### config.mk
export PLATFORM = sky130hd
export DESIGN_NAME = step_clock_source
export DESIGN_NICKNAME = d
export VERILOG_FILES = /design/src/rtl/step_clock_pkg.sv /design/src/rtl/step_clock_source_debouncer.sv /design/src/rtl/step_clock_source.sv
export SDC_FILE = /design/constraint.sdc
export NUM_CORES = 1
export LEC_CHECK = 0
export ABC_AREA = 0
export BUFFER_PORTS_ARGS = -buffer_cell sky130_fd_sc_hd__buf_2
export CORE_ASPECT_RATIO = 0.5
export CORE_MARGIN = 2
export CORE_UTILIZATION = 59
export CTS_CLUSTER_SIZE = 30
export DETAILED_ROUTE_END_ITERATION = 8
export GPL_ROUTABILITY_DRIVEN = 0
export HOLD_SLACK_MARGIN = 0.06
export PLACE_DENSITY = 0.8
export SYNTH_ARGS = -nofsm -noshare
export SYNTH_HDL_FRONTEND = slang
export SYNTH_SLANG_ARGS = --single-unit
### constraint.sdc
create_clock -name input_clock1_1 -period 2.7 [get_ports input_clock1_1]
set_input_delay 0 -clock input_clock1_1 [delete_from_list [all_inputs] [get_ports input_clock1_1]]
set_output_delay 0 -clock input_clock1_1 [all_outputs]
set_load 0.005 [all_outputs]
### src/rtl/step_clock_pkg.sv
// Shared constants and types for the step clock source: operating modes,
// debounce FSM states and the smallest usable free-run divisor.
package step_clock_pkg;

    localparam logic [1:0] MODE_PAUSE = 2'b00;
    localparam logic [1:0] MODE_FREE  = 2'b01;
    localparam logic [1:0] MODE_STEP  = 2'b10;
    localparam logic [1:0] MODE_RSVD  = 2'b11;

    localparam int MIN_DIVISOR = 2;

    typedef enum logic [1:0] {
        IDLE       = 2'd0,
        PRESS_WAIT = 2'd1,
        PRESSED    = 2'd2,
        REL_WAIT   = 2'd3
    } db_state_e;

endpackage

### src/rtl/step_clock_source_debouncer.sv
// Push-button synchronizer plus debounce FSM; emits one step_req cycle per
// accepted press, combinationally in the cycle the press is accepted.
module step_debouncer
    import step_clock_pkg::*;
#(
    parameter int DEBOUNCE_CYCLES = 1000,
    parameter int SYNC_STAGES     = 2
) (
    input  logic i_clk,
    input  logic i_rst_n,
    input  logic i_button,
    output logic o_step_req
);

    localparam int CNT_W = (DEBOUNCE_CYCLES > 1) ? $clog2(DEBOUNCE_CYCLES) : 1;

    logic [SYNC_STAGES-1:0] r_sync;
    logic [CNT_W-1:0]       r_cnt;
    logic [CNT_W-1:0]       w_cnt_next;
    db_state_e              r_state;
    db_state_e              w_state_next;
    logic                   w_s;
    logic                   w_cnt_done;
    logic                   w_step_req;

    always_ff @(posedge i_clk or negedge i_rst_n) begin
        if (!i_rst_n) begin
            r_sync <= '0;
        end else begin
            r_sync <= {r_sync[SYNC_STAGES-2:0], i_button};
        end
    end

    assign w_s        = r_sync[SYNC_STAGES-1];
    assign w_cnt_done = (r_cnt == CNT_W'(DEBOUNCE_CYCLES - 1));

    // Starting in REL_WAIT means a button already held at reset release
    // lands in PRESSED without ever passing through PRESS_WAIT.
    always_ff @(posedge i_clk or negedge i_rst_n) begin
        if (!i_rst_n) begin
            r_state <= REL_WAIT;
            r_cnt   <= '0;
        end else begin
            r_state <= w_state_next;
            r_cnt   <= w_cnt_next;
        end
    end

    always_comb begin
        w_state_next = r_state;
        w_cnt_next   = r_cnt;
        case (r_state)
            IDLE: begin
                if (w_s) begin
                    w_state_next = PRESS_WAIT;
                    w_cnt_next   = '0;
                end
            end
            PRESS_WAIT: begin
                if (!w_s) begin
                    w_state_next = IDLE;
                    w_cnt_next   = '0;
                end else if (w_cnt_done) begin
                    w_state_next = PRESSED;
                    w_cnt_next   = '0;
                end else begin
                    w_cnt_next = r_cnt + CNT_W'(1);
                end
            end
            PRESSED: begin
                if (!w_s) begin
                    w_state_next = REL_WAIT;
                    w_cnt_next   = '0;
                end
            end
            REL_WAIT: begin
                if (w_s) begin
                    w_state_next = PRESSED;
                    w_cnt_next   = '0;
                end else if (w_cnt_done) begin
                    w_state_next = IDLE;
                    w_cnt_next   = '0;
                end else begin
                    w_cnt_next = r_cnt + CNT_W'(1);
                end
            end
            default: begin
                w_state_next = IDLE;
                w_cnt_next   = '0;
            end
        endcase
    end

    always_comb begin
        w_step_req = 1'b0;
        if ((r_state == PRESS_WAIT) && w_s && w_cnt_done) begin
            w_step_req = 1'b1;
        end
    end

    assign o_step_req = w_step_req;

endmodule

### src/rtl/step_clock_source.sv
// Clock-edge source for the ripple-counter circuits: free-running prescaled
// pulses, debounced single steps, or pause, plus a modulo pulse count.
module step_clock_source
    import step_clock_pkg::*;
#(
    parameter int DIV_WIDTH       = 16,
    parameter int DEBOUNCE_CYCLES = 1000,
    parameter int SYNC_STAGES     = 2,
    parameter int COUNT_WIDTH     = 3
) (
    input  logic                   input_clock1_1,
    input  logic                   input_reset_n,
    input  logic [1:0]             input_mode,
    input  logic [DIV_WIDTH-1:0]   input_divisor,
    input  logic                   input_step_button,
    output logic                   output_step_clock,
    output logic [COUNT_WIDTH-1:0] output_step_count,
    output logic                   output_running
);

    logic [1:0]             r_mode;
    logic [1:0]             r_mode_prev;
    logic [DIV_WIDTH-1:0]   r_cnt;
    logic                   r_step_clock;
    logic [COUNT_WIDTH-1:0] r_step_count;

    logic [DIV_WIDTH-1:0]   w_eff;
    logic                   w_wrap;
    logic                   w_tick;
    logic [DIV_WIDTH-1:0]   w_cnt_next;
    logic                   w_step_req;
    logic                   w_fire;

    step_debouncer #(
        .DEBOUNCE_CYCLES (DEBOUNCE_CYCLES),
        .SYNC_STAGES     (SYNC_STAGES)
    ) u_debouncer (
        .i_clk      (input_clock1_1),
        .i_rst_n    (input_reset_n),
        .i_button   (input_step_button),
        .o_step_req (w_step_req)
    );

    // r_mode_prev lets the prescaler see the first cycle of free-run.
    always_ff @(posedge input_clock1_1 or negedge input_reset_n) begin
        if (!input_reset_n) begin
            r_mode      <= MODE_PAUSE;
            r_mode_prev <= MODE_PAUSE;
        end else begin
            r_mode      <= input_mode;
            r_mode_prev <= r_mode;
        end
    end

    always_comb begin
        w_eff = input_divisor;
        if (input_divisor < DIV_WIDTH'(MIN_DIVISOR)) begin
            w_eff = DIV_WIDTH'(MIN_DIVISOR);
        end
    end

    // ">=" rather than "==" so a divisor cut below the running count wraps at once.
    assign w_wrap = (r_cnt >= (w_eff - DIV_WIDTH'(1)));

    always_comb begin
        w_tick     = 1'b0;
        w_cnt_next = r_cnt;
        case (r_mode)
            MODE_FREE: begin
                if (r_mode_prev != MODE_FREE) begin
                    w_cnt_next = '0;
                end else if (w_wrap) begin
                    w_tick     = 1'b1;
                    w_cnt_next = '0;
                end else begin
                    w_cnt_next = r_cnt + DIV_WIDTH'(1);
                end
            end
            MODE_STEP: begin
                w_cnt_next = '0;
            end
            MODE_PAUSE, MODE_RSVD: begin
                w_cnt_next = r_cnt;
            end
        endcase
    end

    assign w_fire = w_tick | ((r_mode == MODE_STEP) & w_step_req);

    always_ff @(posedge input_clock1_1 or negedge input_reset_n) begin
        if (!input_reset_n) begin
            r_cnt        <= '0;
            r_step_clock <= 1'b0;
            r_step_count <= '0;
        end else begin
            r_cnt        <= w_cnt_next;
            r_step_clock <= w_fire;
            if (w_fire) begin
                r_step_count <= r_step_count + COUNT_WIDTH'(1);
            end
        end
    end

    assign output_step_clock = r_step_clock;
    assign output_step_count = r_step_count;
    assign output_running    = (r_mode == MODE_FREE);

endmodule
# Yosys cells after proc, flatten, opt, wreduce, memory -nomap -nowiden

Cells that the tools add are included.

Register bits after elaboration: 38
Output and inout port bits: 5
Word-level logic and storage cells: 56

$add $sub $neg: 4
Order comparisons: 2
Equality and inequality tests: 12
Multiplexer cells: 21
Bitwise logic cells: 2
Reduce and logical (&&, ||, !) cells: 7

Operators with widths:

| kind                                                 | count |
|---|---|
| two-way mux 10 bit                                   | 5 |
| two-way mux 16 bit                                   | 3 |
| case mux 10 bit (4 select lines)                     | 1 |
| case mux 16 bit (2 select lines)                     | 1 |
| adder 16 x 1 -> 16 bit (second input constant)       | 1 |
| >= comparator 16 bit                                 | 1 |
| < comparator 16 x 2 -> 1 bit (second input constant) | 1 |
| subtractor 16 x 1 -> 16 bit (second input constant)  | 1 |
| two-way mux 2 bit                                    | 6 |
| adder 10 x 1 -> 10 bit (second input constant)       | 1 |
| == test 10 bit (second input constant)               | 1 |
| == test 2 bit (second input constant)                | 4 |
| case mux 2 bit (4 select lines)                      | 1 |
| == test 2 x 1 -> 1 bit (second input constant)       | 2 |
| zero test 2 bit                                      | 2 |
| two-way mux 1 bit                                    | 4 |
| != test 2 x 1 -> 1 bit (second input constant)       | 2 |
| AND reduction 4 bit                                  | 1 |
| adder 3 x 1 -> 3 bit (second input constant)         | 1 |
| != test 3 x 1 -> 1 bit (second input constant)       | 1 |
| != test 3 bit (second input constant)                | 1 |
| logical AND 1 bit                                    | 2 |
| != test 2 bit (second input constant)                | 1 |
| AND reduction 2 bit                                  | 1 |
| other kinds (3)                                      | 3 |

# Depth between registers and ports, before layout

Word-level depth: 8
Mapped depth: 18
Mapped depth without buffers: 16

# Hierarchy

From an unflattened synthesis, not the netlist that was laid out.

Cell total of the unflattened synthesis: 264
Area total of the unflattened synthesis: 2526.2 um^2

By module, submodules not included:

| module            | instances | cells an instance | area each (um^2) | sequential area each (um^2) |
|---|---|---|---|---|
| step_clock_source | 1         | 193               | 1809.2           | 600.6 |
| step_debouncer    | 1         | 71                | 716.9            | 352.8 |

# Least setup slack after synthesis

Ideal clock, no wire load.

Kind: input to register
From: input input_divisor[12]
To: register r_cnt[9]
Setup time: 0.121 ns
Data arrival time: 3.301 ns
Slack: -0.722 ns
Stages: 17
Path buffers: 2
Cells stage by stage: or4_4 nor3_2 nand3b_1 nor3b_2 nand2b_1 ha_1 nand3_1 nor3_1 xnor2_1 ha_1 nand4_1 nor3_1 o311ai_2 and4_1 buf_4 buf_2 a22o_1

Word-level cells in the longest chain between the ends: 7

Ends and longest elaborated chain:

| element                              | line                    | RTL |
|---|---|---|
| start, declared                      | step_clock_source.sv:14 | `input logic [DIV_WIDTH-1:0] input_divisor,` |
| < comparator 16 x 2 -> 1 bit         | step_clock_source.sv:57 | `if (input_divisor < DIV_WIDTH'(MIN_DIVISOR)) begin` |
| two-way mux 16 bit (*)               | step_clock_source.sv:57 |  |
| subtractor 16 x 1 -> 16 bit (*)      | step_clock_source.sv:63 | `assign w_wrap = (r_cnt >= (w_eff - DIV_WIDTH'(1)));` |
| >= comparator 16 bit (*)             | step_clock_source.sv:63 |  |
| two-way mux 16 bit (*)               | step_clock_source.sv:72 | `end else if (w_wrap) begin` |
| two-way mux 16 bit (*)               | step_clock_source.sv:70 | `if (r_mode_prev != MODE_FREE) begin` |
| case mux 16 bit (2 select lines) (*) | step_clock_source.sv:68 | `case (r_mode)` |
| end signal, assigned                 | step_clock_source.sv:96 | `r_cnt <= w_cnt_next;` |
| end, declared                        | step_clock_source.sv:23 | `logic [DIV_WIDTH-1:0] r_cnt;` |

Mark *: on every way between the ends. The rest lies on a longest branch, timed or not.
A chain may end at the register's enable or synchronous reset.

# Worst setup path in the final report

From: input input_divisor[12]
To: register r_step_count[1] (netlist: output_step_count[1])

Word-level cells in the longest chain between the ends: 8

Ends and longest elaborated chain:

| element                         | line                    | RTL |
|---|---|---|
| < comparator 16 x 2 -> 1 bit    | step_clock_source.sv:57 |  |
| two-way mux 16 bit (*)          | step_clock_source.sv:57 |  |
| subtractor 16 x 1 -> 16 bit (*) | step_clock_source.sv:63 |  |
| >= comparator 16 bit (*)        | step_clock_source.sv:63 |  |
| two-way mux 1 bit (*)           | step_clock_source.sv:72 |  |
| two-way mux 1 bit (*)           | step_clock_source.sv:70 |  |
| two-way mux 1 bit (*)           | step_clock_source.sv:68 |  |
| bitwise OR 1 bit (*)            | step_clock_source.sv:88 | `assign w_fire = w_tick \| ((r_mode == MODE_STEP) & w_step_req);` |
| end signal, assigned            | step_clock_source.sv:99 | `r_step_count <= r_step_count + COUNT_WIDTH'(1);` |
| end, declared                   | step_clock_source.sv:25 | `logic [COUNT_WIDTH-1:0] r_step_count;` |

Marks and branches as above.

==> impl_results.md <==
* Initial antenna violation count at 0
* Outcome: finished with violations
* Post-synth top flop: dfrtp_1
* Synth cell types at 52
* HPWL Detailed at 3940 um
* PortBufs at 25
* Filler cells at 231
* Critical Path AT at 3.31 ns
* Sequential area share after synthesis at 38.9%
* M3 GR Usage at between 3 and 4%
* CP required at 2.88 ns
* Total track usage at 25.1%
* Vias in the first global route at 2115
* Row cnt at 16
* Drt total wl at around 5600 um
* Finished Cell Area at between 3000 and 4000 um^2
* Fin util at 81.9%
* Post-Synthesis Net Count at 308
* Top-area cell type share of the netlist area at about 37%
* DP Worst Slack at -0.685 ns
* DRT iter0 DRCs at about 190
* Failing checks: setup timing
* Global-route wire length before repair at 9290 um
* MaxCap Viol Count at 0
* Drt drc at 0
* Clk pin slew, worst setup/hold paths at 0.08 ns
* Final Instance Count excl. Fillers at 382
* Critical path class: input pin to flop
* Post-synth top area cell: dfrtp_1
* Worst hold margin at 0.335 ns
* Largest net degree at the start of global routing at 39
* RSZ-0062 raised after global routing: true
* Top-count cell post-synth: dfrtp_1
* Effective utilization at floorplan at 62.2%
* Core Footprint at 3940 um^2
* Final Hold Viols at 0
* ANT cells at 0
* Mapped Cells at roughly 270
* Sink Count at 38
* Syn_area_per_cell at 9.25 um^2
* Least-Margin Pin Slew at 0.807 ns
* Clk buf depth at 2
* Top Usage Layer GRT: met2
* Met2 usage at 42.4%
* Normalized max-slew margin at 46.2%
* Power Total at ~1.3 mW
* Final setup fails at 20
* Setup crit end kind: flop
* Post-synth EDFFs at 0
* Die Ht at approximately 50 um
* Post-synth top cells: dfrtp_1 (36), nand2_1 (29), nor2_1 (23)
* Final WS setup at -0.429 ns
* Setup TNS at -6.35 ns
* Fin. max-slew vios at 0
* Min cycle time layout at 3.13 ns
* Period utilization at 116%
* Leak at around 1.5 nW
* Top cells by area, synth: dfrtp_1 (37%), ha_1 (11%), xnor2_1 (4.6%), nand2_1 (4.4%), o21ai_0 (3.7%)
* Worst-Skew Late Latency at 0.29 ns
* Die width at 95.2 um
* Yosys warns at 0
* Crit-path max FO at 3
* Die ar. at 4720 um^2
* TritonCTS buffer count at 5
* Clk root buf: clkbuf_8
* Pre-antenna DRT Iters at 4
* IO Count at 26
* Power per cell area at around 400 nW/um^2
* Synthesized flop and latch total at 38
* Placed cell count at around 370
* WL per Instance at between 10 and 15 um
* ANT nets after route at 0
* CTS tree: yes
* Max Freq at about 320 MHz
* Hold Path Class: input pin to async pin
* Proportion of layout cells with a drive suffix above 1 at approximately a third
* Placed standard-cell area at approximately 2900 um^2
* Total grt overflow at 0
* Area Overhead vs Synth at 31.7%
* Via density at 5.81
* CTS H-tree depth at 2
* Met1 usage at 33.8%
* Synthesized cell area at 2450 um^2
* Nets at between 300 and 400
* Skew final at 0.00414 ns
* Via count at 2220
* CP startpoint kind: input pin
* Post-synthesis async set-or-reset flop share at 100%
* Peak supply drop at 0.229 mV
flip-flops by register name, summed over array words and instances, names as in the netlist, named ones only:
signal	count
u_debouncer.r_sync	2
output_step_clock	1
r_cnt	16
r_mode_prev	2
u_debouncer.r_state	1
r_mode	2
output_step_count	3
u_debouncer.r_cnt	10
cells in the final DEF, fill, tap and decap left out, types with 5 or more instances in the layout:
cell type / n
a22o_1: 5
a31oi_1: 10
nor2_1: 23
nand3_1: 6
and3_1: 7
ha_1: 20
xnor2_1: 11
a21oi_2: 6
clkbuf_8: 6
o21ai_0: 18
dfrtp_1: 36
buf_2: 23
xor2_1: 5
nand4_1: 8
buf_4: 27
a21oi_1: 6
nand2_1: 28
inv_1: 7
worst max-delay path: stages:
cell and delay (ns):
buf_6 0.09, or4_4 0.53, nor3_2 0.12, nand3b_1 0.13
nor3b_2 0.21, nand2b_4 0.17, ha_4 0.15, nand3_4 0.09
nor3_4 0.23, xnor2_2 0.09, ha_1 0.30, nand4_1 0.12
nor3_2 0.21, o311ai_2 0.16, a31o_1 0.25, and2_4 0.18
mux2_4 0.28
layer usage:
metal | wire length [um] | up-vias
met5 | 0 | -
met4 | 106 | 0
met3 | 282 | 13
met2 | 2810 | 64
met1 | 2440 | 1052
li1 | - | 1091
area by class of cell:
class | instances | area, um^2 | area share (%)
multi-input combinational | 214 | 1620 | 50.3
clock buffer | 6 | 82.6 | 2.56
timing repair buffer | 61 | 463 | 14.3
tap | 54 | 67.6 | 2.09
inverter | 7 | 26.3 | 0.814
sequential | 38 | 953 | 29.5
clock inverter | 2 | 12.5 | 0.388
what timing repair did:
action,in CTS,in global routing
gates cloned,0,1
resized for setup,6,19
endpoints found under the setup margin,20,20
pin swaps,2,7
hold buffers,4,0
endpoints found under the hold margin,39,0
buffers inserted,2,1
kinds of logic (layout without fill, tap and decap cells):
kind of cell	after synthesis	after routing	synth area share (%)
buffers and inverters	13	76	2.50
adders and majority gates	22	22	11.2
muxes	3	3	1.48
AOI/OAI and AO/OA	60	60	15.4
DFF	38	38	38.9
and+or+nand+nor	111	111	24.0
xor gates and xnor gates	18	18	6.43
path summary, 6_finish.rpt:
check,start,to,slack (ns),cells after the start
worst max-delay path,input_divisor[12],output_step_count[1]$_DFFE_PN0P_,-0.43,17
worst min register to register,u_debouncer.r_sync[0]$_DFF_PN0_,u_debouncer.r_sync[1]$_DFF_PN0_,0.36,0
worst min-delay path,input_reset_n,u_debouncer.r_cnt[0]$_DFFE_PN0P_,0.33,2
worst max register to register,r_cnt[1]$_DFFE_PN0N_,r_cnt[14]$_DFFE_PN0N_,0.42,7
min in group input_clock1_1,input_step_button,u_debouncer.r_sync[0]$_DFF_PN0_,0.35,2
max in group asynchronous,input_reset_n,r_mode[0]$_DFF_PN0_,1.86,2
power by group:
group          internal (mW)  switching [mW]
sequential             0.604          0.0291
clock                  0.205           0.211
combinational          0.110           0.137
No activity file was read; power rests on OpenSTA's default activity.
